==> src/rtl/regfile_2w_sb.sv <==
// Two-read, two-write register file with a per-register busy scoreboard for decode-stage RAW detection.
// Optional feature macro: REGFILE_BYPASS_EN (forwards same-cycle write data and masks busy on landing write-back).
module regfile_2w_sb #(
   parameter int W = 16,
   parameter int N = 3
) (
   input  logic         clk,
   input  logic         rst,
   input  logic         we0,
   input  logic [N-1:0] wa0,
   input  logic [W-1:0] wd0,
   input  logic         we1,
   input  logic [N-1:0] wa1,
   input  logic [W-1:0] wd1,
   input  logic [N-1:0] src,
   input  logic [N-1:0] dst,
   output logic [W-1:0] rsrc,
   output logic [W-1:0] rdst,
   input  logic         rsv_en,
   input  logic [N-1:0] rsv_addr,
   output logic         src_busy,
   output logic         dst_busy,
   output logic         any_busy
);

   localparam int DEPTH = 1 << N;

   logic [W-1:0]     r_mem [DEPTH];
   logic [DEPTH-1:0] r_busy;
   logic [DEPTH-1:0] w_set;
   logic [DEPTH-1:0] w_clr;
   logic [W-1:0]     w_rsrc;
   logic [W-1:0]     w_rdst;
   logic             w_src_busy;
   logic             w_dst_busy;

   // Per-register reserve and write-back decode
   always_comb begin
      w_set = {DEPTH{1'b0}};
      w_clr = {DEPTH{1'b0}};
      for (int r = 0; r < DEPTH; r++) begin
         w_set[r] = rsv_en && (rsv_addr == N'(r));
         w_clr[r] = (we0 && (wa0 == N'(r))) || (we1 && (wa1 == N'(r)));
      end
   end

   // Storage update; port 1 is assigned last so it wins an address collision
   always_ff @(posedge clk or negedge rst) begin
      if (!rst) begin
         for (int r = 0; r < DEPTH; r++) begin
            r_mem[r] <= {W{1'b0}};
         end
      end else begin
         if (we0) begin
            r_mem[wa0] <= wd0;
         end
         if (we1) begin
            r_mem[wa1] <= wd1;
         end
      end
   end

   // Busy bits: a new reservation overrides a coinciding write-back clear
   always_ff @(posedge clk or negedge rst) begin
      if (!rst) begin
         r_busy <= {DEPTH{1'b0}};
      end else begin
         r_busy <= w_set | (r_busy & ~w_clr);
      end
   end

   // Read port A data select
   always_comb begin
      w_rsrc = r_mem[src];
`ifdef REGFILE_BYPASS_EN
      if (we1 && (wa1 == src)) begin
         w_rsrc = wd1;
      end else if (we0 && (wa0 == src)) begin
         w_rsrc = wd0;
      end else begin
         w_rsrc = r_mem[src];
      end
`endif
   end

   // Read port B data select
   always_comb begin
      w_rdst = r_mem[dst];
`ifdef REGFILE_BYPASS_EN
      if (we1 && (wa1 == dst)) begin
         w_rdst = wd1;
      end else if (we0 && (wa0 == dst)) begin
         w_rdst = wd0;
      end else begin
         w_rdst = r_mem[dst];
      end
`endif
   end

   // Busy lookup; with forwarding, a landing write-back means the operand is already available
   always_comb begin
`ifdef REGFILE_BYPASS_EN
      w_src_busy = r_busy[src] & ~w_clr[src];
      w_dst_busy = r_busy[dst] & ~w_clr[dst];
`else
      w_src_busy = r_busy[src];
      w_dst_busy = r_busy[dst];
`endif
   end

   // Forwarded data must not leak through while reset is held
   assign rsrc     = rst ? w_rsrc : {W{1'b0}};
   assign rdst     = rst ? w_rdst : {W{1'b0}};
   assign src_busy = rst & w_src_busy;
   assign dst_busy = rst & w_dst_busy;
   assign any_busy = rst & (|r_busy);

endmodule

==> config.mk <==
export PLATFORM = sky130hd
export DESIGN_NAME = regfile_2w_sb
export DESIGN_NICKNAME = d
export VERILOG_FILES = /design/src/rtl/regfile_2w_sb.sv
export SDC_FILE = /design/constraint.sdc
export NUM_CORES = 1
export LEC_CHECK = 0
export CORE_AREA = 2 2 155 157
export CTS_CLUSTER_SIZE = 30
export DETAILED_ROUTE_END_ITERATION = 12
export DIE_AREA = 0 0 157 159
export SYNTH_ARGS = -nofsm -noshare
export SYNTH_HDL_FRONTEND = slang
export SYNTH_SLANG_ARGS = --single-unit
==> constraint.sdc <==
create_clock -name clk -period 1.9 [get_ports clk]
set_input_delay 0.19 -clock clk [delete_from_list [all_inputs] [get_ports clk]]
set_output_delay 0.19 -clock clk [all_outputs]
set_load 0.01 [all_outputs]
# == Word level (Yosys, flattened, before mapping) ==
# Cells that the tools add are included.
# W data, S select, Z words.
# word_totals
ff_bits,136
inputBits,52
out_inout_bits,35
# op_classes
magnitude_cmp,8
eq_ne,21
mux,20
bitwise,10
n_reduce_logical,38
# op_table
cell,n
$bwmux W128,2
$mux W128,2
$mux W16,8
$bmux W16 S3,2
$demux W16 S3,2
$eq A3 B3 Y1 const B,12
$logic_and A1 B1 Y1,26
$eq A3 B2 Y1 const B,6
$ge A4 B4 Y1 const B,4
$not A3 Y4,4
$eq A3 B1 Y1 const B,3
$logic_not A3 Y1,3
$and A8 B8 Y8,1
$logic_or A1 B1 Y1,8
$lt A3 B4 Y1 const B,2
$lt A4 B1 Y1 const B,2
$not A8 Y8,1
$or A8 B8 Y8,1
$reduce_or A8 Y1,1
$bmux W1 S3,2
$and A1 B1 Y1,3
$mux W1,2

# == Depth between registers and ports, before layout ==
# Gate-level depths: netlist of the first run.
# logic_depth
ltp_word,9
depth_mapped,5

# == Least setup slack after synthesis of the first run ==
# OpenSTA, ideal clock, no wires.
# synth_path
path_kind,input port to output port
from,input port dst[0]
to,output port rdst[7]
arrival_ps,1171
slack_ps,539
stages,5
cell_sequence,buf_4 > nand2b_2 > clkbuf_1 > o21ai_1 > a221oi_1
# synth_between
elab_chain_cells,5
# synth_rtl
element,line_no,text
from (decl),16,"input logic [N-1:0] dst,"
$not A3 Y4 (implied by the code),88,w_rdst = r_mem[dst];
$bmux W16 S3,88,
$mux W16 (implied by the code) (2 in series),88,
$mux W16,113,assign rdst = rst ? w_rdst : {W{1'b0}};
to (decl),18,"output logic [W-1:0] rdst,"
# No other way between the ends. The select of a mux whose other input is x is not followed.

# == Worst setup path in the final report of the first run ==
# layout_path
from,register r_mem[13] in the netlist's numbering
to,output port rsrc[13]
# layout_between
elab_chain_cells,4
# layout_rtl
element,line_no,text
from (decl),28,logic [W-1:0] r_mem [DEPTH];
"from (signal, indexed assignment)",51,r_mem[r] <= {W{1'b0}};
"from (signal, indexed assignment)",55,r_mem[wa0] <= wd0;
"from (signal, indexed assignment)",58,r_mem[wa1] <= wd1;
$bmux W16 S3,74,w_rsrc = r_mem[src];
$mux W16 (implied by the code) (2 in series),74,
$mux W16,112,assign rsrc = rst ? w_rsrc : {W{1'b0}};
to (decl),17,"output logic [W-1:0] rsrc,"
# No other way between the ends. The select of a mux whose other input is x is not followed.

==> results.txt, run 1 <==
Main synth FF type -> dfrtp_1
Distinct cell type count of the synthesized netlist -> 34
Critical path's top delay family -> multiplexers
Maximum capacitance violations -> 0
CP Launch Type -> flip-flop
Hold/Removal Path Class -> in2async
Pwr/cell area -> 913.8 mW/mm^2
Synth top area cells -> dfrtp_1 37%, mux2i_1 18%, mux4_2 8.4%
CTS Buffer Depth -> 2
CTS tree -> yes
Largest net degree at the start of global routing -> 34
First-pass iteration count of the detailed router -> 4
Power, Total -> 10.52 mW
GP Congestion -> 0.7695
Tcrit/Tclk final -> 102.5%
Final hold violation count -> 0
CTS root buffer -> clkbuf_16
Worst Path Max Fanout -> 2
Cell taking the most area after synthesis -> dfrtp_1
Initial Util -> 39.52%
Detail Route Antenna Nets -> 0
Mean Syn Cell Area -> 10.52 um^2
Gr usage total -> 24.41%
Commonest cells post-synth -> 162 x mux2i_1, 136 x dfrtp_1, 66 x nand2_1, 66 x o21ai_1
Fraction of the yosys area taken by sequential cells -> 37.13%
CTS Sinks -> 136
Status -> finished with violations
Failing checks -> negative setup slack
Via density -> 5.638
Setup violations, final -> 1
Core ar. -> 0.02319 mm^2
Worst path slowest cell -> mux4_2
Number of synthesized flops with an enable pin -> 0
PortBufs -> 86
Max H-tree Level -> 4
Peak Freq -> 0.5133 GHz
# nets final -> 1026
Gr ovfl total -> 0
Buffers and inverters on the worst path -> 3
Layout area overhead -> 25.67%
Delay of the slowest critical-path stage -> 0.47 ns
Total CTS buffers -> 17
Synth Warn # -> 0
Post-Synthesis Cells -> 871
CP arrival -> 1.76 ns
Max Slew Vio Count -> 0
Die height -> 159 um
#FFs+latches synth -> 136
WL final -> 29580 um
Clk slew on worst S/H paths -> 0.06 ns
Syn nets -> 923
ANT cells -> 0
Die X -> 157 um
Die Area -> 0.02496 mm^2
Vias in the first global route -> 7317
CP Data Required Time -> 1.71 ns
Final setup margin -> -0.04825 ns
Min Hold Slack -> 0.3945 ns
Clk Latency, worst-skew pair -> 0.43 ns
CP cell instances -> buf_6 > mux4_2 > inv_2 > a221oi_2 > buf_2
Post-synth ARST share -> 100.0%
Top-area cell type share of the netlist area -> 37.13%
Initial antenna violation count -> 0
Via count -> 7363
Worst VDD drop -> 500.6 uV
Iter 0 DRT Violations -> 715
Critical path type -> reg2out
RSZ-0062 raised after global routing -> true
Io pins -> 87
Share of layout cells above drive strength 1 -> 25.73%
Per-cell routed wire length -> 22.65 um
Worst Tran Pin Value -> 0.8503 ns
# DRC -> 0
Synth Cell Area -> 0.009165 mm^2
Leakage -> 5.101 nW
# rows -> 56
Hpwl dp -> 18350 um
Most common cell in the netlist -> mux2i_1
Minimum clock period -> 1.948 ns
Final Skew -> 0 ns
CP Capture Type -> output pin
First-pass GRT wire length -> 45520 um
Relative slew slack -> 43.13%
power breakdown:
group	internal, mW	switching (mW)
sequential	3.54	0.520
combinational	1.49	1.38
clock	2.28	1.32
total	7.30	3.22
state kept, by name (all words and copies together) (netlist names):
signal  cells
r_busy      8
r_mem     128
worst reg2reg max path: cells and delay by family, from the launching register on:
kind                   cells  cell delay [ns]
flip-flops                 1             0.38
AO/OA/AOI/OAI              1             0.24
buffers and inverters      2             0.17
cells in the final DEF, fill, tap and decap left out, types with 4 or more instances in the layout:
| cell | synthesis | layout |
|---|---|---|
| buf_2 | 29 | 26 |
| o21ai_0 | 26 | 19 |
| dfrtp_1 | 136 | 136 |
| mux2i_1 | 162 | 162 |
| mux2_1 | 34 | 34 |
| dlygate4sd3_1 | 0 | 9 |
| clkbuf_8 | 0 | 6 |
| mux4_2 | 34 | 34 |
| inv_1 | 35 | 27 |
| a221oi_2 | 19 | 21 |
| a221oi_4 | 0 | 5 |
| clkbuf_2 | 0 | 11 |
| o21ai_1 | 66 | 73 |
| nor2_1 | 64 | 64 |
| buf_12 | 6 | 35 |
| nand2_1 | 66 | 66 |
| a221oi_1 | 15 | 8 |
| nand4b_1 | 6 | 6 |
| nand2b_1 | 5 | 5 |
| nand3_1 | 4 | 4 |
| o21ai_2 | 10 | 10 |
| a21oi_1 | 64 | 64 |
| buf_6 | 24 | 4 |
| inv_2 | 0 | 8 |
| buf_4 | 14 | 53 |
| clkdlybuf4s50_1 | 0 | 44 |
| clkbuf_16 | 0 | 17 |
stage by stage:
stage | util, % | instances | cell area [um^2] | worst slack [ns] | setup TNS [ns]
finish | 49.66 | 1306 | 11520 | -0.04825 | -0.04825
global route | 49.66 | 1306 | 11520 | -0.07045 | -0.1261
CTS | 49.87 | 1306 | 11560 | -0.04472 | -0.09956
detailed placement | 46.03 | 1250 | 10680 | -0.9589 | -20.61
global placement | 46.03 | 1250 | 10680 | -0.9013 | -19.40
floorplan | - | 871 | 9165 | 0.5389 | 0
layout make-up:
cell class / count / area [um^2]
Multi-Input combinational cell: 596 / 5005
Fill cell: 2059 / 11670
Inverter: 36 / 135.1
Tap cell: 319 / 399.1
Clock inverter: 9 / 136.4
Sequential cell: 136 / 3403
Timing Repair Buffer: 187 / 1931
Clock buffer: 23 / 508.0
per-layer routing:
metal  wire [um]  track usage (%)  vias to the layer above
met5           0                0                        -
met4         632            8.132                        0
met3        1860            3.702                       52
met2       13750            37.40                      287
met1       13330            35.31                     3651
li1            -                -                     3373
cells by family (layout without fill, tap and decap cells):
logic type	count (synthesis)	count (layout)	share of synthesized area [%]
AO/OA/AOI/OAI	205	205	14.65
buffers and inverters	139	255	9.693
flip-flops	136	136	37.13
multiplexers	230	230	30.23
AND/OR/NAND/NOR	161	161	8.300
worst paths after layout:
path / startpoint / end / slack (ns) / cells after the start
max reg2reg: r_busy[1] / r_busy[1] / 1.02 / 3
max in group asynchronous: rst / r_mem[65] / 0.58 / 4
min reg2reg: r_mem[81] / r_mem[81] / 0.57 / 2
min: rst / r_mem[49] / 0.39 / 4
max: r_mem[13] / rsrc[13] / -0.05 / 5
min in group clk: rsv_en / r_busy[6] / 0.46 / 3
timing repair:
| item | 4_1_cts | 5_1_grt |
|---|---|---|
| pin swaps | 1 | 0 |
| setup buffers | 17 | 1 |
| endpoints found under the hold margin | 133 | 0 |
| setup endpoints to repair | 35 | 22 |
| hold buffers | 9 | 0 |
| gates cloned | 1 | 0 |
| resized for setup | 140 | 32 |
No activity file was read; power rests on OpenSTA's default activity.
==> run 2: changes to the inputs <==
- ABC_AREA: default -> 1
- CORE_AREA: 2 2 155 157 -> 2 2 161 163
- DIE_AREA: 0 0 157 159 -> 0 0 163 165
==> results.txt, run 2 <==
Vias in the first global route -> 11050 (was 7317)
Post-synthesis mux area share -> 0% (was 30.23%)
CTS tree -> yes (unchanged)
Power, Total -> 10.67 mW (was 10.52 mW)
PortBufs -> 86 (unchanged)
Simple-gate area share of the yosys netlist -> 48.72% (was 8.300%)
Via count -> 11470 (was 7363)
Distinct cell type count of the synthesized netlist -> 22 (was 34)
Most common cell in the netlist -> nand2_1 (was mux2i_1)
Relative slew slack -> 44.96% (was 43.13%)
Mean Syn Cell Area -> 6.041 um^2 (was 10.52 um^2)
CP arrival -> 1.66 ns (was 1.76 ns)
# rows -> 58 (was 56)
Detail Route Antenna Nets -> 0 (unchanged)
CTS root buffer -> clkbuf_16 (unchanged)
Total CTS buffers -> 17 (unchanged)
Max Slew Vio Count -> 0 (unchanged)
Slack of the worst reg-to-reg path -> 1.05 ns (was 1.02 ns)
CP cell instances -> dlygate4sd3_1 > buf_6 > buf_12 > nand2_1 > nor2_1 > dlygate4sd2_1 (was buf_6 > mux4_2 > inv_2 > a221oi_2 > buf_2)
Max reg flops -> 128 (unchanged)
Hold/Removal Path Class -> in2reg (was in2async)
RSZ-0062 raised after global routing -> false (was true)
Per-cell routed wire length -> 19.71 um (was 22.65 um)
Iter 0 DRT Violations -> 1396 (was 715)
Worst r2r path cells -> 4 (was 3)
Top-area cell type share of the netlist area -> 34.35% (was 37.13%)
Pre-CTS setup slack -> -0.3035 ns (was -0.9589 ns)
Global Route met3 Usage -> 5.098% (was 3.702%)
Fin cells -> 2092 (was 1306)
Setup violations, final -> 0 (was 1)
Layout area overhead -> 25.76% (was 25.67%)
# placed instances -> 2050 (was 1250)
Post-synth ARST share -> 100.0% (unchanged)
Tcrit/Tclk final -> 97.63% (was 102.5%)
Main synth FF type -> dfrtp_1 (unchanged)
Post-Synth XOR/XNOR Area -> 0% (unchanged)
Max H-tree Level -> 4 (unchanged)
Clk slew on worst S/H paths -> 0.06 ns (about the same)
Final hold violation count -> 0 (unchanged)
Synth top area cells -> dfrtp_1 34%, nand2_1 24%, nand3_1 19% (was dfrtp_1 37%, mux2i_1 18%, mux4_2 8.4%)
Die Area -> 0.02690 mm^2 (was 0.02496 mm^2)
GR peak layer -> met2 (unchanged)
Commonest non-fill, non-tap cells in the layout -> 639 x nand2_1, 372 x nand3_1, 168 x inv_1 (was 162 x mux2i_1, 136 x dfrtp_1, 73 x o21ai_1)
Final setup margin -> 0.04503 ns (was -0.04825 ns)
WHS Path Cells -> 3
Via density -> 5.481 (was 5.638)
Largest net degree at the start of global routing -> 55 (was 34)
Peak Freq -> 0.5391 GHz (was 0.5133 GHz)
CTS Buffer Depth -> 2 (unchanged)
Final Skew -> 0 ns (unchanged)
Worst path slowest cell -> dlygate4sd3_1 (was mux4_2)
Minimum clock period -> 1.855 ns (was 1.948 ns)
Maximum capacitance violations -> 0 (unchanged)
Worst VDD drop -> 598.4 uV (was 500.6 uV)
Status -> finished, final reports clean (was finished with violations)
Io pins -> 87 (unchanged)
Delay of the slowest critical-path stage -> 0.54 ns (was 0.47 ns)
ANT cells -> 0 (unchanged)
Clk Latency, worst-skew pair -> 0.43 ns (about the same)
Share of layout cells above drive strength 1 -> 10.50% (was 25.73%)
Leakage -> 6.738 nW (was 5.101 nW)
Worst Tran Pin Value -> 0.8256 ns (was 0.8503 ns)
Commonest non-fill, non-tap cell in the layout -> nand2_1 (was mux2i_1)
Commonest cells post-synth -> 639 x nand2_1, 374 x nand3_1, 175 x inv_1 (was 162 x mux2i_1, 136 x dfrtp_1, 66 x nand2_1, 66 x o21ai_1)
Setup TNS Final -> 0 ns (was -0.04825 ns)
Cell taking the most area after synthesis -> dfrtp_1 (unchanged)
Initial Util -> 39.57% (was 39.52%)
CP Launch Type -> input pin (was flip-flop)
#FFs+latches synth -> 136 (unchanged)
Pwr/cell area -> 856.0 mW/mm^2 (was 913.8 mW/mm^2)
Post-synthesis compound-gate area fraction -> 4.521% (was 14.65%)
Gr usage total -> 31.77% (was 24.41%)
Largest family of logic cells by synthesized area -> simple AND/OR/NAND/NOR gates (was multiplexers)
Worst Path Max Fanout -> 18 (was 2)
WL final -> 41230 um (was 29580 um)
Gr ovfl total -> 0 (unchanged)
Met1 usage in global routing -> 41.60% (was 35.31%)
CP Capture Type -> output pin (unchanged)
First-pass GRT wire length -> 64310 um (was 45520 um)
First-pass iteration count of the detailed router -> 5 (was 4)
# DRC -> 0 (unchanged)
Largest registers -> r_mem: 128 flops, r_busy: 8 flops (unchanged)
# nets final -> 1801 (was 1026)
Met2 usage -> 51.98% (was 37.40%)
Die X -> 163 um (was 157 um)
Core ar. -> 0.02504 mm^2 (was 0.02319 mm^2)
Syn nets -> 1692 (was 923)
Post-layout util -> 49.77% (was 49.66%)
CTS Sinks -> 136 (unchanged)
Biggest register -> r_mem (unchanged)
HP Start -> wd0[11]
Initial antenna violation count -> 0 (unchanged)
Reg2reg start -> r_mem[24] (was r_busy[1])
CP Data Required Time -> 1.71 ns (about the same)
CP Launch Point -> rst (was r_mem[13])
Die height -> 165 um (was 159 um)
Post-Synthesis Cells -> 1640 (was 871)
Fraction of the yosys area taken by sequential cells -> 34.35% (was 37.13%)
Synth Warn # -> 0 (unchanged)
Synth Area in Adders -> 0% (unchanged)
Number of synthesized flops with an enable pin -> 0 (unchanged)
Hpwl dp -> 28530 um (was 18350 um)
GP Congestion -> 0.8962 (was 0.7695)
Synth Cell Area -> 0.009907 mm^2 (was 0.009165 mm^2)
Critical path type -> in2out (was reg2out)
[run 2: worst paths after layout]
kind                              end
setup / recovery              rsrc[7]
hold / removal              r_mem[11]
setup reg to reg            r_mem[24]
hold reg to reg             r_busy[1]
max in group asynchronous  r_mem[116]
min in group asynchronous  r_mem[118]
[run 2: cells by family (layout without fill, tap and decap cells)]
logic type | Yosys count | after routing
flip-flops | 136 | 136
buffers and inverters | 291 | 413
AND/OR/NAND/NOR | 1124 | 1124
AO/OA/AOI/OAI | 89 | 89
[run 2: where the power goes]
part / total, mW / leakage [nW] / switching (mW) / internal, mW
clock: 3.52 / 0.296 / 1.40 / 2.12
combinational: 3.44 / 4.86 / 2.21 / 1.24
sequential: 3.71 / 1.58 / 0.195 / 3.51
total: 10.7 / 6.74 / 3.80 / 6.86
[run 2: final cells by class]
type                            count  area [um^2]
Clock buffer                       19        442.9
Clock inverter                     13        170.2
Fill cell                        2551        12580
Inverter                          188        709.4
Multi-Input combinational cell   1213         5290
Sequential cell                   136         3403
Tap cell                          330        412.9
Timing Repair Buffer              193         2031
[run 2: what timing repair did]
action                     in CTS  in global routing
setup endpoints to repair      35                  5
hold buffers                    6                  0
hold endpoints to repair       45                  0
gates resized for setup        49                  8
cloned                          2                  0
pin swaps                       0                  1
buffers inserted                1                  1
[run 2: routing by layer]
layer | up-vias | part of all wire, %
met5 | - | 0
met4 | 0 | 4.2
met3 | 127 | 8.2
met2 | 612 | 46
met1 | 5362 | 41
li1 | 5365 | -
[run 2: critical path: cells and delay by family]
kind	cells	cell delay, ns
buffers and inverters	4	1.26
AND/OR/NAND/NOR	2	0.20
[run 2: through the flow]
| step | area (um^2) | hold WS [ns] |
|---|---|---|
| 2_1_floorplan | 9907 | -0.1056 |
| 3_3_place_gp | 11730 | 0.08476 |
| 3_5_place_dp | 11730 | 0.08401 |
| 4_1_cts | 12450 | 0.3824 |
| 5_1_grt | 12460 | 0.4171 |
| 6_report | 12460 | 0.3893 |
